[src/rtl/pair_triple_monitor_if.sv]
`default_nettype none
// ============================================================================
// Module      : pair_triple_monitor_if
// Description : Signal bundle between a stimulus source (master) and the
//               pair/triple detection monitor (slave).
//               en        - sample enable (master -> slave)
//               det_n     - detector output, active-low detection
//               clear     - synchronous clear of monitor state
//               evt_count - saturating detection event count (slave -> master)
//               alarm     - sticky alarm flag
//               run_len   - current consecutive detection run length
// Revision    : 1.0 - initial release
// ============================================================================
interface pair_triple_monitor_if #(
  parameter int CNT_W = 8
);
  logic             en;
  logic             det_n;
  logic             clear;
  logic [CNT_W-1:0] evt_count;
  logic             alarm;
  logic [7:0]       run_len;

  modport master (
    output en, det_n, clear,
    input  evt_count, alarm, run_len
  );

  modport slave (
    input  en, det_n, clear,
    output evt_count, alarm, run_len
  );
endinterface
`default_nettype wire

[src/rtl/pair_triple_monitor.sv]
`default_nettype none
// ============================================================================
// Module      : pair_triple_monitor
// Description : Samples the pair/triple detector output under an enable,
//               counts rising detection events in a saturating counter and
//               raises a sticky alarm once a detection persists for THRESH
//               consecutive enabled samples.
// Ports       : clk   - rising-edge clock
//               rst_n - asynchronous active-low reset
//               mon   - slave side of pair_triple_monitor_if
//                       (en, det_n, clear in; evt_count, alarm, run_len out)
// Parameters  : THRESH (1..255) run length that raises the alarm
//               CNT_W  (1..16)  event counter width
// Revision    : 1.0 - initial release
// ============================================================================
module pair_triple_monitor #(
  parameter int THRESH = 3,
  parameter int CNT_W  = 8
) (
  input  wire logic            clk,
  input  wire logic            rst_n,
  pair_triple_monitor_if.slave mon
);

  localparam logic [7:0]       THRESH_V = 8'(THRESH);
  localparam logic [CNT_W-1:0] CNT_MAX  = '1;

  typedef enum logic [1:0] {
    IDLE  = 2'd0,
    RUN   = 2'd1,
    ALARM = 2'd2
  } state_t;

  state_t           state;
  logic             prev_det;
  logic [CNT_W-1:0] evt_cnt;
  logic [7:0]       run_cnt;
  logic             alarm_flag;

  logic             det;
  logic [7:0]       run_next;

  assign det      = ~mon.det_n;
  assign run_next = run_cnt + 8'd1;

  always_ff @(posedge clk or negedge rst_n) begin
    if (!rst_n) begin
      state      <= IDLE;
      prev_det   <= 1'b0;
      evt_cnt    <= '0;
      run_cnt    <= 8'd0;
      alarm_flag <= 1'b0;
    end else if (mon.clear) begin
      // Clear discards the sample taken on this edge, so a detection still
      // present afterwards counts as a fresh event.
      state      <= IDLE;
      prev_det   <= 1'b0;
      evt_cnt    <= '0;
      run_cnt    <= 8'd0;
      alarm_flag <= 1'b0;
    end else if (mon.en) begin
      prev_det <= det;

      // Events are counted in every state, including ALARM.
      if (det && !prev_det && (evt_cnt != CNT_MAX)) begin
        evt_cnt <= evt_cnt + 1'b1;
      end

      case (state)
        IDLE: begin
          if (det) begin
            run_cnt <= 8'd1;
            if (THRESH_V == 8'd1) begin
              state      <= ALARM;
              alarm_flag <= 1'b1;
            end else begin
              state <= RUN;
            end
          end
        end
        RUN: begin
          if (det) begin
            run_cnt <= run_next;
            if (run_next == THRESH_V) begin
              state      <= ALARM;
              alarm_flag <= 1'b1;
            end
          end else begin
            run_cnt <= 8'd0;
            state   <= IDLE;
          end
        end
        ALARM: begin
          // Sticky until clear or reset; run_cnt remains at THRESH.
          state      <= ALARM;
          alarm_flag <= 1'b1;
        end
        default: begin
          state      <= IDLE;
          run_cnt    <= 8'd0;
          alarm_flag <= 1'b0;
        end
      endcase
    end
  end

  assign mon.evt_count = evt_cnt;
  assign mon.alarm     = alarm_flag;
  assign mon.run_len   = run_cnt;

endmodule
`default_nettype wire

[src/flat_wrapper.sv]
// flat-port wrapper written by rule: the top's interface ports become plain ports
module pair_triple_monitor_flat 
#(
  parameter int THRESH = 3,
  parameter int CNT_W  = 8
)
  (clk, rst_n, mon_en, mon_det_n, mon_clear, mon_evt_count, mon_alarm, mon_run_len);
  pair_triple_monitor_if #(.CNT_W(CNT_W)) mon_i ();
  input  wire logic clk;
  input  wire logic rst_n;
  input wire logic [$bits(mon_i.en)-1:0] mon_en;
  input wire logic [$bits(mon_i.det_n)-1:0] mon_det_n;
  input wire logic [$bits(mon_i.clear)-1:0] mon_clear;
  output wire logic [$bits(mon_i.evt_count)-1:0] mon_evt_count;
  output wire logic [$bits(mon_i.alarm)-1:0] mon_alarm;
  output wire logic [$bits(mon_i.run_len)-1:0] mon_run_len;
  assign mon_i.en = mon_en;
  assign mon_i.det_n = mon_det_n;
  assign mon_i.clear = mon_clear;
  assign mon_evt_count = mon_i.evt_count;
  assign mon_alarm = mon_i.alarm;
  assign mon_run_len = mon_i.run_len;
  pair_triple_monitor #(.THRESH(THRESH), .CNT_W(CNT_W)) u_core (.clk(clk), .rst_n(rst_n), .mon(mon_i));
endmodule
[config.mk]
export PLATFORM = sky130hd
export DESIGN_NAME = pair_triple_monitor_flat
export DESIGN_NICKNAME = d
export VERILOG_FILES = /design/src/rtl/pair_triple_monitor_if.sv /design/src/rtl/pair_triple_monitor.sv /design/src/flat_wrapper.sv
export SDC_FILE = /design/constraint.sdc
export NUM_CORES = 1
export LEC_CHECK = 0
export BUFFER_PORTS_ARGS = -buffer_cell sky130_fd_sc_hd__buf_4
export CORE_UTILIZATION = 40
export CTS_BUF_LIST = sky130_fd_sc_hd__clkbuf_4
export DETAILED_ROUTE_END_ITERATION = 16
export SYNTH_ARGS = -nofsm -noshare
export SYNTH_HDL_FRONTEND = slang
export SYNTH_SLANG_ARGS = --single-unit
export TNS_END_PERCENT = 5
[constraint.sdc]
create_clock -name clk -period 1.8 [get_ports clk]
set_input_delay 0.09 -clock clk [delete_from_list [all_inputs] [get_ports clk]]
set_output_delay 0.09 -clock clk [all_outputs]
set_load 0.01 [all_outputs]
==> results.md, run 1 <==
* Simple-gate portion of the synthesized area at 0.2274
* Number of cell rows at 20
* Sequential share of power at 0.454
* Outcome: complete, no violations
* Post-synth EDFFs at 0
* Compound-cell area share of the yosys netlist at 0.1688
* Worst relative slew slack at 0.7914
* Total die area at 3379 µm²
* Critical path's slowest cell: dfrtp_1
* Dpl cells at 208
* Number of nets in the layout at 186
* Clock Latency Late Sink at 0.31 ns
* Power share of the clock group at 0.357
* Inserted Clock Buffers at 3
* CTS tree: done
* Max Root-Sink Buffers at 2
* Post-Syn Area per Cell at 9.403 µm²
* Internal at 0.0007878 W
* Effective utilization at floorplan at 0.4161
* DR iter-0 viols at 26
* RR Startpoint: u_core.state[1]$_DFFE_PN0P_
* Ant diodes at 0
* Tcrit/Tclk final at 0.9827
* Multiplexer share of the synthesized area at 0.04071
* Ys async rst share at 1.000
* Combinational share of power at 0.190
* Post-route DRC at 0
* Crit path from: u_core.state[1]$_DFFE_PN0P_
* Req. time, crit path at 2.06 ns
* Cell area after synthesis at 1260 µm²
* Total Wirelength at 3059 µm
* Routed Antenna Nets at 0
* Seq/Total Area, Yosys at 0.3972
* Crit path max fanout at 5
* Xor and xnor area share after synthesis at 0.06256
* Switching share of power at 0.2594
* Crit Reg-Reg Endpoint: u_core.mon.run_len[3]$_DFFE_PN0P_
* Chip height at 58.13 µm
* Power density cells at 587.9 nW/µm²
* Initial antenna violation count at 0
* CTS clk-pin slew, worst paths at 0.13 ns
* Synth unique cells at 36
* Synth top area cells: dfrtp_1, ha_1, xor2_1, nor2_1, o21ai_0
* WS Path Type: reg -> reg
* R2R depth at 7
* Area leader, netlist: dfrtp_1
* Drt via density at 5.151
* Final cell count without fillers at 218
* Synthesized Nets at 145
* Clk sinks at 20
* Critical path arrival at 2.03 ns
* Final setup fails at 0
* First-pass GRT wire length at 4629 µm
* Final Hold Viols at 0
* Gp weighted congestion at 0.8257
* Main combinational cell family by area after synthesis: simple AND/OR/NAND/NOR gates
* Top-area cell type share of the netlist area at 0.3972
* Sw power at 0.0002759 W
* Synthesis-to-finish area growth at 43.60%
* Top_reg_cell synth: dfrtp_1
* Final HPWL DP at 2051 µm
* Final Slew Violations at 0
* Filler cell count at 270
* Peak Freq at 565.4 MHz
* CP cell instances: inv_2 -> ha_4 -> inv_4 -> or3_4 -> or2_4 -> or3b_1 -> nand2_1
* Share of cells above drive strength 1 at 0.4138
* DR pass1 iterations at 4
* RSZ-0062 raised after global routing: true
* Most common cell after layout, fill and taps aside: buf_4
* Hold_ws at 0.06241 ns
* Maximum vdd drop at 0.4203 mV
* Crit. End Element: flip-flop
* Leakage at 0.8112 nW
* Wire per inst at 14.03 µm
* Total track usage at 0.1809
* Total number of yosys warnings at 0
* Slowest cell delay on critical path at 0.42 ns
* Hold Crit Class: in -> reg
* Most frequent cells in the layout: buf_4, dfrtp_1, nor2_1
* Hold Crit Depth at 2
* Core Box Area at 3028 µm²
* Port Buffers at 21
* Min Clock Period, post-route at 1.769 ns
* Final clock skew at 0.009116 ns
* Vias in the first global route at 1032
* R2R setup slack at 0.03 ns
* Total gr overflow at 0
* Vias after detailed routing at 1123
* Hold EP: u_core.prev_det$_DFFE_PN0P_
* Worst-margin pin slew at 0.3130 ns
* Yosys reg bits at 20
* Largest net degree at the start of global routing at 21
* Hold_sp: mon_clear
* Clock root cell: clkbuf_4
* Adder-cell share of the synthesized area at 0.05958
* Startpoint Class: flip-flop
* Top-level I/O count at 22
* H-tree levels at 1
* Cells after synthesis at 134
* Max_cap viols at 0
* Die width at 58.13 µm
[per-layer routing]
| layer | global-route usage | share of wire |
|---|---|---|
| met5 | 0 | 0 |
| met4 | 0.06803 | 0.015 |
| met2 | 0.3120 | 0.51 |
| met1 | 0.2313 | 0.45 |
| met3 | 0.02232 | 0.020 |
[flip-flops by register name, indices dropped and copies added (netlist names)]
| name | flops |
|---|---|
| u_core.mon.evt_count | 8 |
| u_core.mon.run_len | 8 |
| u_core.state | 2 |
| u_core.mon.alarm | 1 |
| u_core.prev_det | 1 |
[kinds of logic (layout without fill, tap and decap cells)]
family,after synthesis,in the layout
compound gates,28,28
fa+ha+maj,6,6
mux,5,5
xor+xnor,9,9
buf+inv,14,54
simple gates,52,52
flops,20,20
[cells in the mapped netlist (all sizes together) (3+ instances only)]
cell type  number
nand4           3
o21ai           9
dfrtp          20
ha              6
and3            6
a311oi          4
nand2b          5
a31oi           3
nand2          10
xor2            7
clkbuf          3
nor2           16
mux2i           4
inv             9
o31ai           3
[cell type report]
class                           instances  area [µm²]  area share
Clock buffer                            3       22.52     0.01245
Clock inverter                          1       30.03     0.01660
Inverter                                9       36.28     0.02006
Multi-Input combinational cell        100       847.1      0.4682
Sequential cell                        20       504.2      0.2787
Tap cell                               44       55.05     0.03043
Timing Repair Buffer                   41       314.1      0.1736
[worst max-delay path by stage]
stage          slack [ns]                           endpoint
3_5_place_dp        -0.03        u_core.state[1]$_DFFE_PN0P_
2_1_floorplan     -0.0006  u_core.mon.run_len[4]$_DFFE_PN0P_
6_report             0.03  u_core.mon.run_len[3]$_DFFE_PN0P_
5_1_grt             -0.05  u_core.mon.run_len[4]$_DFFE_PN0P_
3_3_place_gp         0.03  u_core.mon.run_len[4]$_DFFE_PN0P_
4_1_cts              0.02       u_core.mon.alarm$_DFFE_PN0P_
[worst max-delay path: cells and delay by family (launching register included)]
| family | cells | cell delay (ns) |
|---|---|---|
| flops | 1 | 0.42 |
| simple gates | 4 | 1.04 |
| buf+inv | 2 | 0.12 |
| fa+ha+maj | 1 | 0.14 |
[timing repair]
item / CTS / global route
buffers inserted: 0 / 5
endpoints found under the hold margin: 20 / 0
resized for setup: 5 / 25
setup endpoints to repair: 2 / 8
hold buffers: 1 / 0
pin swaps: 3 / 15
[per-stage QoR]
step                instance area (µm²)  worst slack, ns  total power, W  setup TNS (ns)    util
floorplan                          1262       -0.0006497       0.0005764      -0.0006497       -
global placement                   1559          0.02918       0.0006514               0  0.5149
detailed placement                 1559         -0.02590       0.0006539        -0.02590  0.5149
CTS                                1645          0.01854        0.001037               0  0.5434
global route                       1809         -0.05254        0.001110         -0.1698  0.5975
finish                             1809          0.03121        0.001064               0  0.5975
[power groups by stage]
stage               clock network [W]  registers, W   logic, W
global placement                    0      0.000485   0.000166
global route                 0.000403      0.000484   0.000223
detailed placement                  0      0.000486   0.000168
CTS                          0.000389      0.000477   0.000171
floorplan                           0      0.000496  0.0000806
finish                       0.000380      0.000482   0.000202
Power figures use the tool's default switching activity.
==> inputs of run 2 (changes only) <==
Settings changed: PLACE_DENSITY set to 0.71, REMOVE_ABC_BUFFERS set to 1, SLEW_MARGIN set to 20.
==> run 2 against run 1 <==
The flow now finishes with violations (setup timing). Critical path depth did not move. Worst setup slack got worse by 0.061 ns. Clock skew fell by 0.0063 ns. Cell area fell by 5.1%. Clock-buffer cell count did not move. Via count barely moved. Wire length fell by 4.3%. Register-to-register slack got worse by 0.06 ns. Clock power fell by 2%. Critical path type unchanged. Critical endpoint unchanged. Largest power group unchanged.
==> results.md, run 2 (synthesis results as in run 1) <==
* Outcome: complete, but fails checks
* Failing checks: setup timing
* Critical path's slowest cell: dfrtp_1
* First-pass GRT wire length at 4857 µm (+4.9%)
* Worst-margin pin slew at 0.3975 ns (+0.08458 ns)
* Combinational share of power at 0.179 (-0.011)
* CTS tree: done
* Final setup fails at 1 (+1)
* Most numerous cell on the critical path: inv_2
* Gp weighted congestion at 0.8816 (+6.8%)
* Maximum vdd drop at 0.2879 mV (-32%)
* Startpoint Class: flip-flop
* Peak Freq at 546.6 MHz (-3.3%)
* Crit. End Element: flip-flop
* CP bufs+invs at 2 (unchanged)
* Slowest cell delay on critical path at 0.41 ns (about the same)
* Max_cap viols at 0 (unchanged)
* RR Startpoint: u_core.state[1]$_DFFE_PN0P_
* Req. time, crit path at 2.05 ns (about the same)
* Top-level I/O count at 22 (unchanged)
* Delay-heaviest family, CP: simple AND/OR/NAND/NOR gates
* Sw power at 0.0002647 W (-4.1%)
* Synthesis-to-finish area growth at 36.25%
* RSZ-0062 raised after global routing: true
* Share of cells above drive strength 1 at 0.3533 (-0.06050)
* H-tree levels at 1 (unchanged)
* Die width at 58.13 µm (unchanged)
* DR pass1 iterations at 5 (+1)
* Number of nets in the layout at 179 (-3.8%)
* Drt via density at 5.318 (+3.2%)
* Total gr overflow at 0 (unchanged)
* Pwr Total at 0.001042 W (-2.0%)
* Total track usage at 0.1885 (+0.007625)
* Placed cell area at 1526 µm² (-2.1%)
* DR iter-0 viols at 20 (-23%)
* Finished Core Util at 0.5669 (-0.03058)
* Wire per inst at 13.87 µm (-1.2%)
* Post-route DRC at 0 (unchanged)
* Vias after detailed routing at 1122 (-0.089%)
* Clock root cell: clkbuf_4
* Tcrit/Tclk final at 1.016 (+0.03369)
* Chip height at 58.13 µm (unchanged)
* Number of cell rows at 20 (unchanged)
* Final clock skew at 0.002821 ns (-0.006296 ns)
* CTS clk-pin slew, worst paths at 0.12 ns (about the same)
* Final HPWL DP at 2019 µm (-1.5%)
* Most frequent cells in the layout: buf_4, dfrtp_1, nor2_1
* Inserted Clock Buffers at 3 (unchanged)
* Worst relative slew slack at 0.7350 (-0.05639)
* Total Wirelength at 2926 µm (-4.3%)
* Internal at 0.0007777 W (-1.3%)
* Ant diodes at 0 (unchanged)
* Max Root-Sink Buffers at 2 (unchanged)
* Vias in the first global route at 1054 (+2.1%)
* Crit path max fanout at 4 (-1)
* Final worst slack at -0.02944 ns (-0.06065 ns)
* Clk sinks at 20 (unchanged)
* Initial antenna violation count at 0 (unchanged)
* Crit path from: u_core.state[1]$_DFFE_PN0P_
* Final Slew Violations at 0 (unchanged)
* Port Buffers at 21 (unchanged)
* Routed Antenna Nets at 0 (unchanged)
* Most common cell after layout, fill and taps aside: buf_4
* Hold_sp: mon_clear
* Effective utilization at floorplan at 0.4161 (unchanged)
* Clock Latency Late Sink at 0.31 ns (about the same)
* Hold_ws at 0.08581 ns (+0.02340 ns)
* Hold Crit Class: in -> reg
* Power share of the clock group at 0.358 (about the same)
* Largest net degree at the start of global routing at 21 (unchanged)
* Filler cell count at 267 (-1.1%)
* Final Hold Viols at 0 (unchanged)
* Sequential share of power at 0.463 (+0.009)
* Core Box Area at 3028 µm² (unchanged)
* Min Clock Period, post-route at 1.829 ns (+0.06065 ns)
* CP cell instances: inv_2 -> ha_4 -> inv_2 -> or3_4 -> or2_4 -> or3b_1 -> nand2_1
* Fin area at 1717 µm² (-5.1%)
* WS Path Type: reg -> reg
* Critical path arrival at 2.08 ns (+0.05 ns)
* Switching share of power at 0.2539 (-0.005442)
* Power density cells at 607.2 nW/µm² (+3.3%)
* Leakage at 0.7760 nW (-4.3%)
* Total die area at 3379 µm² (unchanged)
run 2: changes by cell type in the layout (fill, tap and decap cells not counted), sizes merged:
| cell | previous run | this run |
|---|---|---|
| buf | 40 | 33 |
run 2: worst paths after layout:
| kind | slack (ns) | depth (start not counted) | endpoint |
|---|---|---|---|
| min reg2reg | 0.59 | 2 | u_core.mon.alarm$_DFFE_PN0P_ |
| max | -0.03 | 7 | u_core.mon.run_len[3]$_DFFE_PN0P_ |
| max in group asynchronous | 1.39 | 2 | u_core.state[0]$_DFFE_PN0P_ |
| min in group asynchronous | 0.19 | 2 | u_core.mon.evt_count[7]$_DFFE_PN0P_ |
| min | 0.09 | 2 | u_core.mon.evt_count[7]$_DFFE_PN0P_ |
| max reg2reg | -0.03 | 7 | u_core.mon.run_len[3]$_DFFE_PN0P_ |
run 2: power by group through the flow:
| stage | Sequential, W | Clock (W) | Combinational [W] |
|---|---|---|---|
| final | 0.000482 | 0.000373 | 0.000187 |
| after global routing | 0.000486 | 0.000399 | 0.000206 |
| after CTS | 0.000478 | 0.000381 | 0.000173 |
| after detailed placement | 0.000486 | 0 | 0.000166 |
| after global placement | 0.000485 | 0 | 0.000160 |
| after floorplan | 0.000496 | 0 | 0.0000741 |
run 2: cell type report:
class | count | area, µm² | area share
inverters | 9 | 33.78 | 0.01968
well taps | 44 | 55.05 | 0.03207
repair buffers | 34 | 261.5 | 0.1523
multi-input cells | 100 | 812.0 | 0.4730
clock buffers | 3 | 22.52 | 0.01312
flip-flops and latches | 20 | 501.7 | 0.2923
clock inverters | 1 | 30.03 | 0.01749
run 2: metrics by stage:
stage | instances | setup WS [ns] | setup TNS [ns]
6_report | 211 | -0.02944 | -0.02944
5_1_grt | 211 | -0.08161 | -0.2086
3_5_place_dp | 204 | -0.07341 | -0.2199
3_3_place_gp | 204 | -0.004436 | -0.006079
4_1_cts | 209 | -0.01435 | -0.02539
2_1_floorplan | 129 | -0.1433 | -0.2948
run 2: routing by layer:
| metal | wire length (µm) | vias up | global-route usage |
|---|---|---|---|
| met5 | 0 | - | 0 |
| met4 | 23 | 0 | 0.04082 |
| met3 | 86 | 4 | 0.03348 |
| met2 | 1497 | 28 | 0.3432 |
| met1 | 1318 | 552 | 0.2316 |
| li1 | - | 538 | - |
run 2: timing repair:
item | CTS | global route
pin swaps | 0 | 6
gates resized for setup | 7 | 15
hold buffers | 1 | 0
setup endpoints to repair | 5 | 13
setup buffers | 0 | 2
endpoints found under the hold margin | 20 | 0
run 2: worst reg2reg max path, delay by kind of cell (launching register included):
kind                     cells  cell delay (ns)
AND/OR/NAND/NOR              4             1.09
flip-flops                   1             0.41
adder cells (fa/ha/maj)      1             0.13
buffers and inverters        2             0.13
